===== config.mk =====
export PLATFORM = sky130hd
export DESIGN_NAME = countdown_timer_ctrl_flat
export DESIGN_NICKNAME = d
export VERILOG_FILES = /design/src/rtl/countdown_timer_ctrl_if.sv /design/src/rtl/countdown_timer_ctrl.sv /design/src/flat_wrapper.sv
export SDC_FILE = /design/constraint.sdc
export NUM_CORES = 1
export LEC_CHECK = 0
export BUFFER_PORTS_ARGS = -buffer_cell sky130_fd_sc_hd__buf_2
export CAP_MARGIN = 10
export CORE_MARGIN = 3
export CORE_UTILIZATION = 55
export DETAILED_ROUTE_END_ITERATION = 10
export PLACE_DENSITY_LB_ADDON = 0.2
export SLEW_MARGIN = 20
export SYNTH_ARGS = -nofsm -noshare
export SYNTH_HDL_FRONTEND = slang
export SYNTH_SLANG_ARGS = --single-unit

===== constraint.sdc =====
create_clock -name clk -period 3.3 [get_ports clk]
set_input_delay 0 -clock clk [delete_from_list [all_inputs] [get_ports clk]]
set_output_delay 0 -clock clk [all_outputs]
set_load 0.01 [all_outputs]

===== src/rtl/countdown_timer_ctrl_if.sv =====
`default_nettype none
// ============================================================================
// Module      : countdown_timer_ctrl_if
// Description : Control/status bundle between the game front panel logic and
//               the countdown timer controller.
// Revision    : 1.0 - initial release
// ============================================================================
interface countdown_timer_ctrl_if;
   logic        load_en;
   logic [12:0] load_sec;
   logic        start;
   logic        pause_tgl;
   logic        abort;
   logic        sec_tick;
   logic        expired;
   logic [1:0]  state;
   logic        warn;
   logic [6:0]  minutes;
   logic [5:0]  seconds;

   // Controller side: drives commands, observes timer status
   modport master (
      output load_en, load_sec, start, pause_tgl, abort,
      input  sec_tick, expired, state, warn, minutes, seconds
   );

   // Timer side: consumes commands, drives status
   modport slave (
      input  load_en, load_sec, start, pause_tgl, abort,
      output sec_tick, expired, state, warn, minutes, seconds
   );
endinterface
`default_nettype wire


===== src/rtl/countdown_timer_ctrl.sv =====
`default_nettype none
// ============================================================================
// Module      : countdown_timer_ctrl
// Description : 1 Hz time base with start/pause/resume/done sequencing, a
//               loadable MM:SS countdown, an expiry pulse and a low-time warn.
// Revision    : 1.0 - initial release
// ============================================================================
module countdown_timer_ctrl #(
   parameter int TICKS_PER_SEC = 50_000_000,
   parameter int MAX_SEC       = 5999,
   parameter int WARN_SEC      = 10
) (
   input  wire                    clk,
   input  wire                    rst_n,
   countdown_timer_ctrl_if.slave  bus
);

   localparam int                  c_PRESC_W   = (TICKS_PER_SEC > 2) ? $clog2(TICKS_PER_SEC) : 1;
   localparam logic [c_PRESC_W-1:0] c_PRESC_MAX = c_PRESC_W'(TICKS_PER_SEC - 1);
   localparam logic [c_PRESC_W-1:0] c_PRESC_ONE = c_PRESC_W'(1);
   localparam logic [12:0]          c_MAX_SEC   = 13'(MAX_SEC);
   localparam logic [12:0]          c_WARN_SEC  = 13'(WARN_SEC);
   localparam logic [12:0]          c_SIXTY     = 13'd60;

   typedef enum logic [1:0] {
      S_IDLE  = 2'b00,
      S_RUN   = 2'b01,
      S_PAUSE = 2'b10,
      S_DONE  = 2'b11
   } state_t;

   state_t                 r_state;
   logic [12:0]            r_remaining;
   logic [c_PRESC_W-1:0]   r_presc;
   logic [6:0]             r_minutes;
   logic [5:0]             r_seconds;

   logic                   w_tick;
   logic                   w_last;
   logic [12:0]            w_load_sat;

   // The second stroke must coincide with the terminal prescaler count, so it
   // is decoded from registers rather than delayed through another flop.
   assign w_tick     = (r_state == S_RUN) && (r_presc == c_PRESC_MAX);
   assign w_last     = w_tick && (r_remaining == 13'd1);
   assign w_load_sat = (bus.load_sec > c_MAX_SEC) ? c_MAX_SEC : bus.load_sec;

   // Sequencer: state, remaining-seconds counter and gated prescaler
   always_ff @(posedge clk or negedge rst_n) begin
      if (!rst_n) begin
         r_state     <= S_IDLE;
         r_remaining <= '0;
         r_presc     <= '0;
      end else if (bus.abort) begin
         // abort beats every other command; remaining time is kept
         r_state <= S_IDLE;
         r_presc <= '0;
      end else begin
         case (r_state)
            S_IDLE: begin
               // a load in the same cycle as start wins; start is dropped
               if (bus.load_en) begin
                  r_remaining <= w_load_sat;
               end else if (bus.start && (r_remaining != 13'd0)) begin
                  r_state <= S_RUN;
                  r_presc <= '0;
               end
            end
            S_RUN: begin
               if (w_tick) begin
                  r_presc     <= '0;
                  r_remaining <= r_remaining - 13'd1;
                  // the final tick takes precedence over a pause request
                  if (w_last) begin
                     r_state <= S_DONE;
                  end else if (bus.pause_tgl) begin
                     r_state <= S_PAUSE;
                  end
               end else begin
                  r_presc <= r_presc + c_PRESC_ONE;
                  if (bus.pause_tgl) begin
                     r_state <= S_PAUSE;
                  end
               end
            end
            S_PAUSE: begin
               // prescaler is held so the partial second survives the pause
               if (bus.pause_tgl) begin
                  r_state <= S_RUN;
               end
            end
            S_DONE: begin
               if (bus.load_en) begin
                  r_remaining <= w_load_sat;
                  r_state     <= S_IDLE;
               end
            end
            default: begin
               r_state <= S_IDLE;
            end
         endcase
      end
   end

   // Display registers: MM/SS derived from the binary counter one cycle later
   always_ff @(posedge clk or negedge rst_n) begin
      if (!rst_n) begin
         r_minutes <= '0;
         r_seconds <= '0;
      end else begin
         r_minutes <= 7'(r_remaining / c_SIXTY);
         r_seconds <= 6'(r_remaining % c_SIXTY);
      end
   end

   assign bus.sec_tick = w_tick;
   assign bus.expired  = w_last;
   assign bus.state    = r_state;
   assign bus.warn     = ((r_state == S_RUN) || (r_state == S_PAUSE)) &&
                         (r_remaining != 13'd0) && (r_remaining <= c_WARN_SEC);
   assign bus.minutes  = r_minutes;
   assign bus.seconds  = r_seconds;

endmodule
`default_nettype wire

===== src/flat_wrapper.sv =====
// flat-port wrapper written by rule: the top's interface ports become plain ports
module countdown_timer_ctrl_flat 
#(
   parameter int TICKS_PER_SEC = 50_000_000,
   parameter int MAX_SEC       = 5999,
   parameter int WARN_SEC      = 10
)
  (clk, rst_n, bus_load_en, bus_load_sec, bus_start, bus_pause_tgl, bus_abort, bus_sec_tick, bus_expired, bus_state, bus_warn, bus_minutes, bus_seconds);
  countdown_timer_ctrl_if bus_i ();
  input  wire clk;
  input  wire rst_n;
  input wire logic [$bits(bus_i.load_en)-1:0] bus_load_en;
  input wire logic [$bits(bus_i.load_sec)-1:0] bus_load_sec;
  input wire logic [$bits(bus_i.start)-1:0] bus_start;
  input wire logic [$bits(bus_i.pause_tgl)-1:0] bus_pause_tgl;
  input wire logic [$bits(bus_i.abort)-1:0] bus_abort;
  output wire logic [$bits(bus_i.sec_tick)-1:0] bus_sec_tick;
  output wire logic [$bits(bus_i.expired)-1:0] bus_expired;
  output wire logic [$bits(bus_i.state)-1:0] bus_state;
  output wire logic [$bits(bus_i.warn)-1:0] bus_warn;
  output wire logic [$bits(bus_i.minutes)-1:0] bus_minutes;
  output wire logic [$bits(bus_i.seconds)-1:0] bus_seconds;
  assign bus_i.load_en = bus_load_en;
  assign bus_i.load_sec = bus_load_sec;
  assign bus_i.start = bus_start;
  assign bus_i.pause_tgl = bus_pause_tgl;
  assign bus_i.abort = bus_abort;
  assign bus_sec_tick = bus_i.sec_tick;
  assign bus_expired = bus_i.expired;
  assign bus_state = bus_i.state;
  assign bus_warn = bus_i.warn;
  assign bus_minutes = bus_i.minutes;
  assign bus_seconds = bus_i.seconds;
  countdown_timer_ctrl #(.TICKS_PER_SEC(TICKS_PER_SEC), .MAX_SEC(MAX_SEC), .WARN_SEC(WARN_SEC)) u_core (.clk(clk), .rst_n(rst_n), .bus(bus_i));
endmodule

# Word-level counts from Yosys, hierarchy flattened
# Index checks and enable logic that the tools add are counted.
# word_totals
latchBits	0
n_memories	0
mem_bits_ro	0
ramBits	0
word_cells	55
regBits	54
in_bits	19
output_inout_bits	18
# classes
n_lt_le_gt_ge	2
n_reduce_logical	14
n_eq_ne	11
addsub	2
bitwise_logic	1
mux	18
n_shift	0
n_mul	0
div	2
# op_table
op	count
26-bit 2-to-1 mux	4
26-bit one-hot mux with 2 select lines	1
13-bit 2-to-1 mux	3
26-bit by 1-bit adder with 26-bit output (second input constant)	1
26-bit equality test (second input constant)	1
13-bit one-hot mux with 2 select lines	1
2-bit 2-to-1 mux	8
13-bit by 6-bit divider with 13-bit output (second input constant)	1
13-bit by 1-bit equality test with 1-bit output (second input constant)	1
13-bit > comparator (second input constant)	1
13-bit by 4-bit less-or-equal comparator with 1-bit output (second input constant)	1
13-bit by 6-bit remainder unit with 13-bit output (second input constant)	1
13-bit nonzero test	1
13-bit by 1-bit subtractor with 13-bit output (second input constant)	1
3-bit != test (second input constant)	3
2-bit one-hot mux with 4 select lines	1
4-bit AND reduction	2
1-bit logical AND	5
2-bit equality test (second input constant)	2
2-bit by 1-bit != test with 1-bit output (second input constant)	2
3-bit by 2-bit != test with 1-bit output (second input constant)	1
3-bit AND reduction	1
3-bit nonzero test	1
2-bit by 1-bit equality test with 1-bit output (second input constant)	1
5 further kinds	5

# Longest topological paths before layout
# Gate-level depths: netlist (run 1).
# depth
ltp_word	7
depth_mapped	14
depth_no_buf	12

# Worst setup path after synthesis (run 1)
# No wires, ideal clock.
# synth_path
kind	register -> register
from	register u_core.r_remaining[8]
to	register u_core.r_seconds[4], in the netlist u_core.bus.seconds[4]
t_arrival_ps	2893
n_path_buf	2
synth_period_minus_slack_ps	3019
stages_incl_launch_ff	13
setup_time_ps	126
required_time_ps	3174
slack_ps	281
cell_sequence	dfrtp_1 -> buf_6 -> or2_0 -> buf_2 -> o311a_4 -> a211oi_4 -> mux2_2 -> nor2_1 -> a32oi_1 -> o21ai_0 -> o21ba_2 -> o22a_1 -> o32a_1
# synth_between
elab_chain_cells	1
# synth_lines
element	line_no	rtl
start: declaration	countdown_timer_ctrl.sv:33	logic [12:0] r_remaining;
start signal: assignment	countdown_timer_ctrl.sv:63	r_remaining <= w_load_sat;
start signal: assignment	countdown_timer_ctrl.sv:72	r_remaining <= r_remaining - 13'd1;
start signal: assignment	countdown_timer_ctrl.sv:94	r_remaining <= w_load_sat;
13-bit by 6-bit remainder unit with 13-bit output	countdown_timer_ctrl.sv:112	r_seconds <= 6'(r_remaining % c_SIXTY);
end signal: assignment	countdown_timer_ctrl.sv:112	
end: declaration	countdown_timer_ctrl.sv:36	logic [5:0] r_seconds;
# Every way passes these cells.
# A chain may end at the register's enable or synchronous reset.

# Worst setup path after layout (run 1)
# layout_path
from	register u_core.r_remaining[12]
to	register u_core.r_seconds[4], in the netlist u_core.bus.seconds[4]
# The elaborated chain is that of the path after synthesis.

==> results of run 1 <==
==> cell usage after synthesis (all sizes together) (4+ instances only) <==
library cell,instances,area [sq um]
a211oi,6,57.6
a22oi,5,47.5
and3,21,131
xor2,4,35.0
xnor2,8,70.1
nor3,8,40.0
or2,5,31.3
dfrtp,54,1350
ha,9,113
nor4,4,25.0
clkbuf,14,52.6
a211o,6,52.6
o21ai,87,443
nand3,21,105
buf,16,101
nand2b,5,31.3
and2,8,50.1
mux2i,5,66.3
inv,24,90.1
nand2,47,179
a21o,5,37.5
a31oi,12,81.3
nand4,7,43.8
o211ai,7,62.6
o31ai,8,60.1
nor2,43,161
a21oi,22,114
==> power breakdown <==
part | switching (mW) | internal, mW | total, mW | leakage, nW
sequential | 0.196 | 0.861 | 1.06 | 0.693
clock | 0.258 | 0.158 | 0.416 | 0.0502
combinational | 2.44 | 1.92 | 4.36 | 1.44
total | 2.90 | 2.94 | 5.84 | 2.19
==> logic make-up after synthesis <==
family                     after synthesis
buffers and inverters                   55
adders and majority gates               12
DFF                                     54
AOI/OAI and AO/OA                      190
xor gates and xnor gates                12
and+or+nand+nor                        182
muxes                                    7
==> worst min-delay path, stage by stage <==
cell	delay (ns)
buf_2	0.11
a21oi_1	0.11
o21ai_0	0.08
==> routing by layer <==
layer	GRT usage, %	routed length [um]
met5	0	0
met4	10.9	464
met3	3.33	676
met2	42.5	5680
met1	31.3	4770
==> worst paths after layout <==
| check | from | to | slack (ns) |
|---|---|---|---|
| setup / recovery | u_core.r_remaining[12]$_DFFE_PN0P_ | u_core.bus.seconds[4]$_DFF_PN0_ | -0.002 |
| hold / removal | bus_load_sec[12] | u_core.r_remaining[12]$_DFFE_PN0P_ | 0.006 |
| setup reg to reg | u_core.r_remaining[12]$_DFFE_PN0P_ | u_core.bus.seconds[4]$_DFF_PN0_ | -0.002 |
| hold reg to reg | u_core.r_remaining[1]$_DFFE_PN0P_ | u_core.bus.seconds[1]$_DFF_PN0_ | 0.49 |
| max in group asynchronous | rst_n | u_core.r_remaining[6]$_DFFE_PN0P_ | 2.21 |
| min in group asynchronous | rst_n | u_core.bus.state[0]$_DFFE_PN0P_ | 0.25 |
==> layout make-up <==
type / count / area, sq um / share of cell area [%]
clock inverter: 3 / 28.8 / 0.576
multi-input combinational: 403 / 2640 / 52.9
timing repair buffer: 96 / 682 / 13.6
sequential: 54 / 1360 / 27.2
inverter: 25 / 93.8 / 1.88
tap: 96 / 120 / 2.40
clock buffer: 5 / 68.8 / 1.38
==> flip-flops by register name, indices dropped and copies added, names as in the netlist <==
name                flops
u_core.r_presc         26
u_core.r_remaining     13
u_core.bus.seconds      6
u_core.bus.state        2
u_core.bus.minutes      7
==> cell usage in the layout (no fill, tap or decap), drive strengths merged, types with 3 or more instances in the layout <==
cell and count:
dlygate4sd3 4, o32a 3, and3 21, a31oi 12, clkinv 3, nand3 21
a211o 6, nand4b 3, nand2 47, inv 25, o211ai 7, and2 8
a22oi 5, nand4 7, clkbuf 8, mux2i 5, buf 89, a21oi 22
nand2b 5, or2 5, o31ai 8, a21o 5, nor3 8, nor4 4
o22ai 3, o22a 3, nor2 43, xor2 4, maj3 3, a211oi 6
dfrtp 54, xnor2 8, ha 9, o21ai 87
==> what timing repair did <==
action,4_1_cts,5_1_grt
endpoints found under the setup margin,5,7
hold endpoints to repair,32,0
pin swaps,1,8
cloned,0,0
hold buffers,4,0
setup buffers,4,18
gates resized for setup,9,28
==> per-stage QoR <==
step	area (sq um)	utilization, %	setup TNS, ns
floorplan	4100	-	0
global placement	4510	64.2	-0.154
detailed placement	4510	64.2	-0.453
CTS	4700	66.9	0
global route	5000	71.2	-0.155
finish	5000	71.2	-0.00183
==> run_results.csv, run 1 <==
group,metric,value,unit
power,power,5.84,mW
synth,ys_seq_area_share,32.9,%
placed_design,place_congestion,0.931,
floorplan,dieHeight,92.4,um
critical_path,cp_slowest_cell,"dfrtp_2",
cells_and_area,fill_cells,536,
floorplan,dieArea,8530,sq um
sta,finClkSkew,0.0206,ns
critical_path,cp_data_required_time,3.51,ns
synth,synth-adder-area-share,3.51,%
floorplan,pin_count,37,
drt,route.detailed.wl_per_inst,17.0,um
clocking,numCtsBuffers,5,
clocking,cts.path.max_buffers,2,
sta,hold_viol,0,
critical_path,critPathMaxStageDelay,0.48,ns
synth,synth_seq_cells,54,
clocking,clk_pin_slew,0.12,ns
synth,synth_ff_type,"dfrtp_1",
placed_design,placed_cells,648,
sta,setup_ws,-0.00183,ns
power,p_per_area,1170,nW/um^2
drt,num_vias,4270,
global_routing,grt_overflow,0,
global_routing,track_usage,24.8,%
synth,muxShareOfSynthArea,2.16,%
drt,drc,0,
drt,routed_wl,11600,um
synth,yosysWarnings,0,
cells_and_area,nets,613,
critical_path,critPathTopFamily,"compound AO/OA/AOI/OAI gates",
global_routing,grt_pass1_wl,17600,um
drt,vias_per_cell,6.26,
sta,holdWs,0.00591,ns
cells_and_area,syn2layout_area_growth,21.7,%
placed_design,port_buffers,36,
hold_path,hp-class,"input port to flop",
critical_path,crit_chain,"buf_4 > xnor2_1 > buf_4 > o21ai_0 > a21oi_1 > o2bb2ai_4 > o311ai_4 > nand2_2 > xnor2_1 > o21ai_1 > o21ba_2 > o22a_1 > o32a_1",
sta,finalCriticalPeriod,3.30,ns
sta,rsz0062_at_grt,"yes",
sta,slew_headroom,30.6,%
placed_design,preCtsSetupSlack,-0.183,ns
critical_path,r2r_cells,13,
clocking,tritoncts,"done",
sta,clock.fmax,303,MHz
sta,final-setup-viol-count,1,
critical_path,critical_path_class,"flop to flop",
synth,ys_types,76,
critical_path,worst_setup_path_start_kind,"flop",
synth,synth_compound_area_share,30.8,%
synth,syn_area,4100,sq um
synth,syn-num-nets,540,
run,drv_cap,0,
global_routing,grt_pass1_vias,3834,
synth,synth-xor-area-share,2.56,%
synth,synth.avg_cell_area,8.02,sq um
status,violations,"negative setup slack",
global_routing,grt_max_degree,31,
hold_path,hold_depth,3,
critical_path,cp-end-kind,"flop",
power,irDropWorstVdd,1230,uV
drt,dr.pass1.iters,5,
floorplan,die_x,92.4,um
placed_design,dp_hpwl,7620,um
floorplan,num_rows,30,
cells_and_area,final_cells,682,
critical_path,cp.depth,13,
synth,yosys.area_share.simple,22.0,%
critical_path,worst-path-buf-inv,2,
clocking,h-tree-depth,2,
floorplan,start_util,58.5,%
sta,period_share,100,%
drt,ant_nets,0,
clocking,numClockSinks,54,
synth,synth_edf_count,0,
cells_and_area,drive_gt1_share,25.8,%
power,p_leak,2.19,nW
clocking,cts_root_buf,"clkbuf_8",
critical_path,cp.arrival,3.51,ns
sta,slew_viol_final,0,
floorplan,design.core.area,7020,sq um
synth,netlist_instances,512,
sta,worstMarginPinSlew,1.04,ns
clocking,clock_latency,0.33,ns
cells_and_area,antenna_cells,0,
synth,synth_async_sr_flop_share,100,%
global_routing,grt_antenna_before_repair,0,
status,status,"complete, but fails checks",
drt,drt-initial-drc-count,275,
critical_path,cp_max_fo,9,
synth,synth_top_family_by_area,"compound AO/OA/AOI/OAI gates",
No activity file was read; power rests on OpenSTA's default activity.
==> run 2: changes to the inputs <==
- clock period: 3.3 -> 3.88 ns (I/O delays scaled with it)
==> run 2 against run 1 <==
The run now ends clean; largest power group unchanged; cell area decreased by 11%; sequential cell count stayed put; utilization is 7.5 points lower; non-clock buffer count down 47; wire length decreased by 12%; cell count is 6.9% lower; critical endpoint unchanged; largest cell class unchanged; clock power shrank 3%; fmax fell by 9.7%.
==> run_results.csv, run 2 (synthesis results as in run 1) <==
group,metric,value,unit
floorplan,pin_count,37,
placed_design,placed_cells,625,
floorplan,design.core.area,7020,sq um
clocking,numCtsBuffers,5,
critical_path,r2r_slack,0.23,ns
critical_path,critical_path_class,"flop to flop",
floorplan,num_rows,30,
global_routing,track_usage,24.4,%
sta,rsz0062_at_grt,"no",
sta,slew_headroom,30.8,%
power,power,4.15,mW
cells_and_area,nets,566,
clocking,h-tree-depth,2,
hold_path,hold_depth,3,
critical_path,cp_max_fo,18,
cells_and_area,final_common_cell,"o21ai_0",
cells_and_area,drive_gt1_share,15.4,%
clocking,tritoncts,"done",
floorplan,die_x,92.4,um
clocking,numClockSinks,54,
sta,slew_viol_final,0,
critical_path,r2r-end,"u_core.bus.seconds[4]$_DFF_PN0_",
hold_path,hold_end,"u_core.r_remaining[3]$_DFFE_PN0P_",
drt,num_vias,4006,
drt,dr.pass1.iters,5,
power,seqPwrFrac,24.0,%
sta,finalCriticalPeriod,3.65,ns
global_routing,grt_overflow,0,
sta,setup_ws,0.225,ns
cells_and_area,fin_util,63.7,%
sta,period_share,94.2,%
critical_path,cp.arrival,3.86,ns
power,p_comb_share,66.3,%
global_routing,use_met3,2.92,%
power,irDropWorstVdd,778,uV
hold_path,min-delay-start,"bus_load_sec[3]",
clocking,cts_root_buf,"clkbuf_8",
power,p_per_area,928,nW/um^2
clocking,clk_pin_slew,0.11,ns
sta,setup_tns,0,ns
drt,routed_wl,10200,um
sta,hold_viol,0,
global_routing,grt_util_met2,41.7,%
floorplan,dieArea,8530,sq um
status,status,"finished, final reports clean",
cells_and_area,final_cell_mix,"o21ai_0 (83), dfrtp_1 (53), nand2_1 (46)",
drt,ant_nets,0,
global_routing,grt_pass1_wl,17300,um
power,p_leak,1.93,nW
critical_path,worst_setup_path_start_kind,"flop",
cells_and_area,final_cells,635,
cells_and_area,antenna_cells,0,
drt,vias_per_cell,6.31,
cells_and_area,largest_reg_flops,26,
global_routing,grt_max_degree,55,
placed_design,port_buffers,36,
power,p_int,2.03,mW
hold_path,hp-class,"input port to flop",
global_routing,grt_pass1_vias,3776,
global_routing,use_met1,32.0,%
power,p_sw,2.12,mW
placed_design,dp_hpwl,7200,um
drt,route.detailed.wl_per_inst,16.1,um
placed_design,preCtsSetupSlack,0.296,ns
global_routing,grt-busiest-layer,"met2",
sta,finClkSkew,0.00905,ns
sta,final-setup-viol-count,0,
critical_path,r2r_cells,11,
run,drv_cap,0,
critical_path,reg2reg_from,"u_core.r_remaining[12]$_DFFE_PN0P_",
critical_path,cp-end-kind,"flop",
cells_and_area,design_area,4470,sq um
floorplan,start_util,58.5,%
drt,drc,0,
power,netSwitchingFraction,51.1,%
global_routing,grt_antenna_before_repair,0,
drt,drt-initial-drc-count,297,
clocking,post_cts_buffers,0,
cells_and_area,syn2layout_area_growth,8.93,%
critical_path,cp_data_required_time,4.08,ns
placed_design,placed_cell_area,4330,sq um
placed_design,place_congestion,0.918,
floorplan,dieHeight,92.4,um
sta,worstMarginPinSlew,1.03,ns
power,pwr-share-clk,9.7,%
cells_and_area,regMostFlops,"u_core.r_presc",
sta,clock.fmax,274,MHz
clocking,cts.path.max_buffers,2,
clocking,clock_latency,0.32,ns
sta,holdWs,0.0144,ns
[run 2: cell count changes in the layout (fill, tap and decap cells not counted), moves of 4 or more]
cell	previous run	this run
dfrtp_1	47	53
dfrtp_2	7	1
a211oi_1	1	5
buf_4	49	11
[run 2: layout make-up]
class,instances,area [sq um]
fillers,615,2550
inverters,25,93.8
multi-input cells,403,2500
flip-flops and latches,54,1350
clock buffers,5,68.8
repair buffers,49,283
clock inverters,3,47.5
well taps,96,120
[run 2: worst max-delay path by stage]
stage | to | start | cells past startpoint | slack [ns]
final | u_core.bus.seconds[4]$_DFF_PN0_ | u_core.r_remaining[12]$_DFFE_PN0P_ | 11 | 0.23
after global routing | u_core.bus.seconds[4]$_DFF_PN0_ | u_core.r_remaining[12]$_DFFE_PN0P_ | 11 | 0.02
after CTS | u_core.bus.seconds[4]$_DFF_PN0_ | u_core.r_remaining[8]$_DFFE_PN0P_ | 11 | 0.27
after detailed placement | u_core.bus.seconds[4]$_DFF_PN0_ | u_core.r_remaining[8]$_DFFE_PN0P_ | 11 | 0.30
after global placement | u_core.bus.seconds[4]$_DFF_PN0_ | u_core.r_remaining[8]$_DFFE_PN0P_ | 11 | 0.40
after floorplan | u_core.bus.seconds[4]$_DFF_PN0_ | u_core.r_remaining[8]$_DFFE_PN0P_ | 12 | 0.86
[run 2: power by group through the flow]
stage               clock network [mW]  registers [mW]  logic, mW
detailed placement                   0           0.991       2.69
floorplan                            0           0.842       2.29
finish                           0.403           0.994       2.75
global route                     0.430            1.02       3.07
global placement                     0           0.982       2.66
CTS                              0.408           0.983       2.71
[run 2: what timing repair did]
| action | CTS | global route |
|---|---|---|
| endpoints found under the hold margin | 55 | 0 |
| gates resized for setup | 0 | 1 |
| hold buffers | 2 | 0 |
| endpoints found under the setup margin | 0 | 1 |
[run 2: per-layer routing]
metal  part of all wire [%]  routed length (um)  vias up
met3                    5.4                 551       25
met1                     43                4360     1915
met5                      0                   0        -
met4                    2.1                 216        0
li1                       -                   -     1920
met2                     50                5090      146
[run 2: worst max-delay path, cell delays in order (launching register included)]
cell	delay, ns
dfrtp_1	0.70
or2_0	0.38
o211ai_1	0.20
and3_1	0.24
maj3_1	0.39
o21ai_2	0.23
a211oi_1	0.12
o21bai_1	0.17
a31oi_1	0.38
mux2i_1	0.21
o22a_1	0.24
o32a_1	0.28
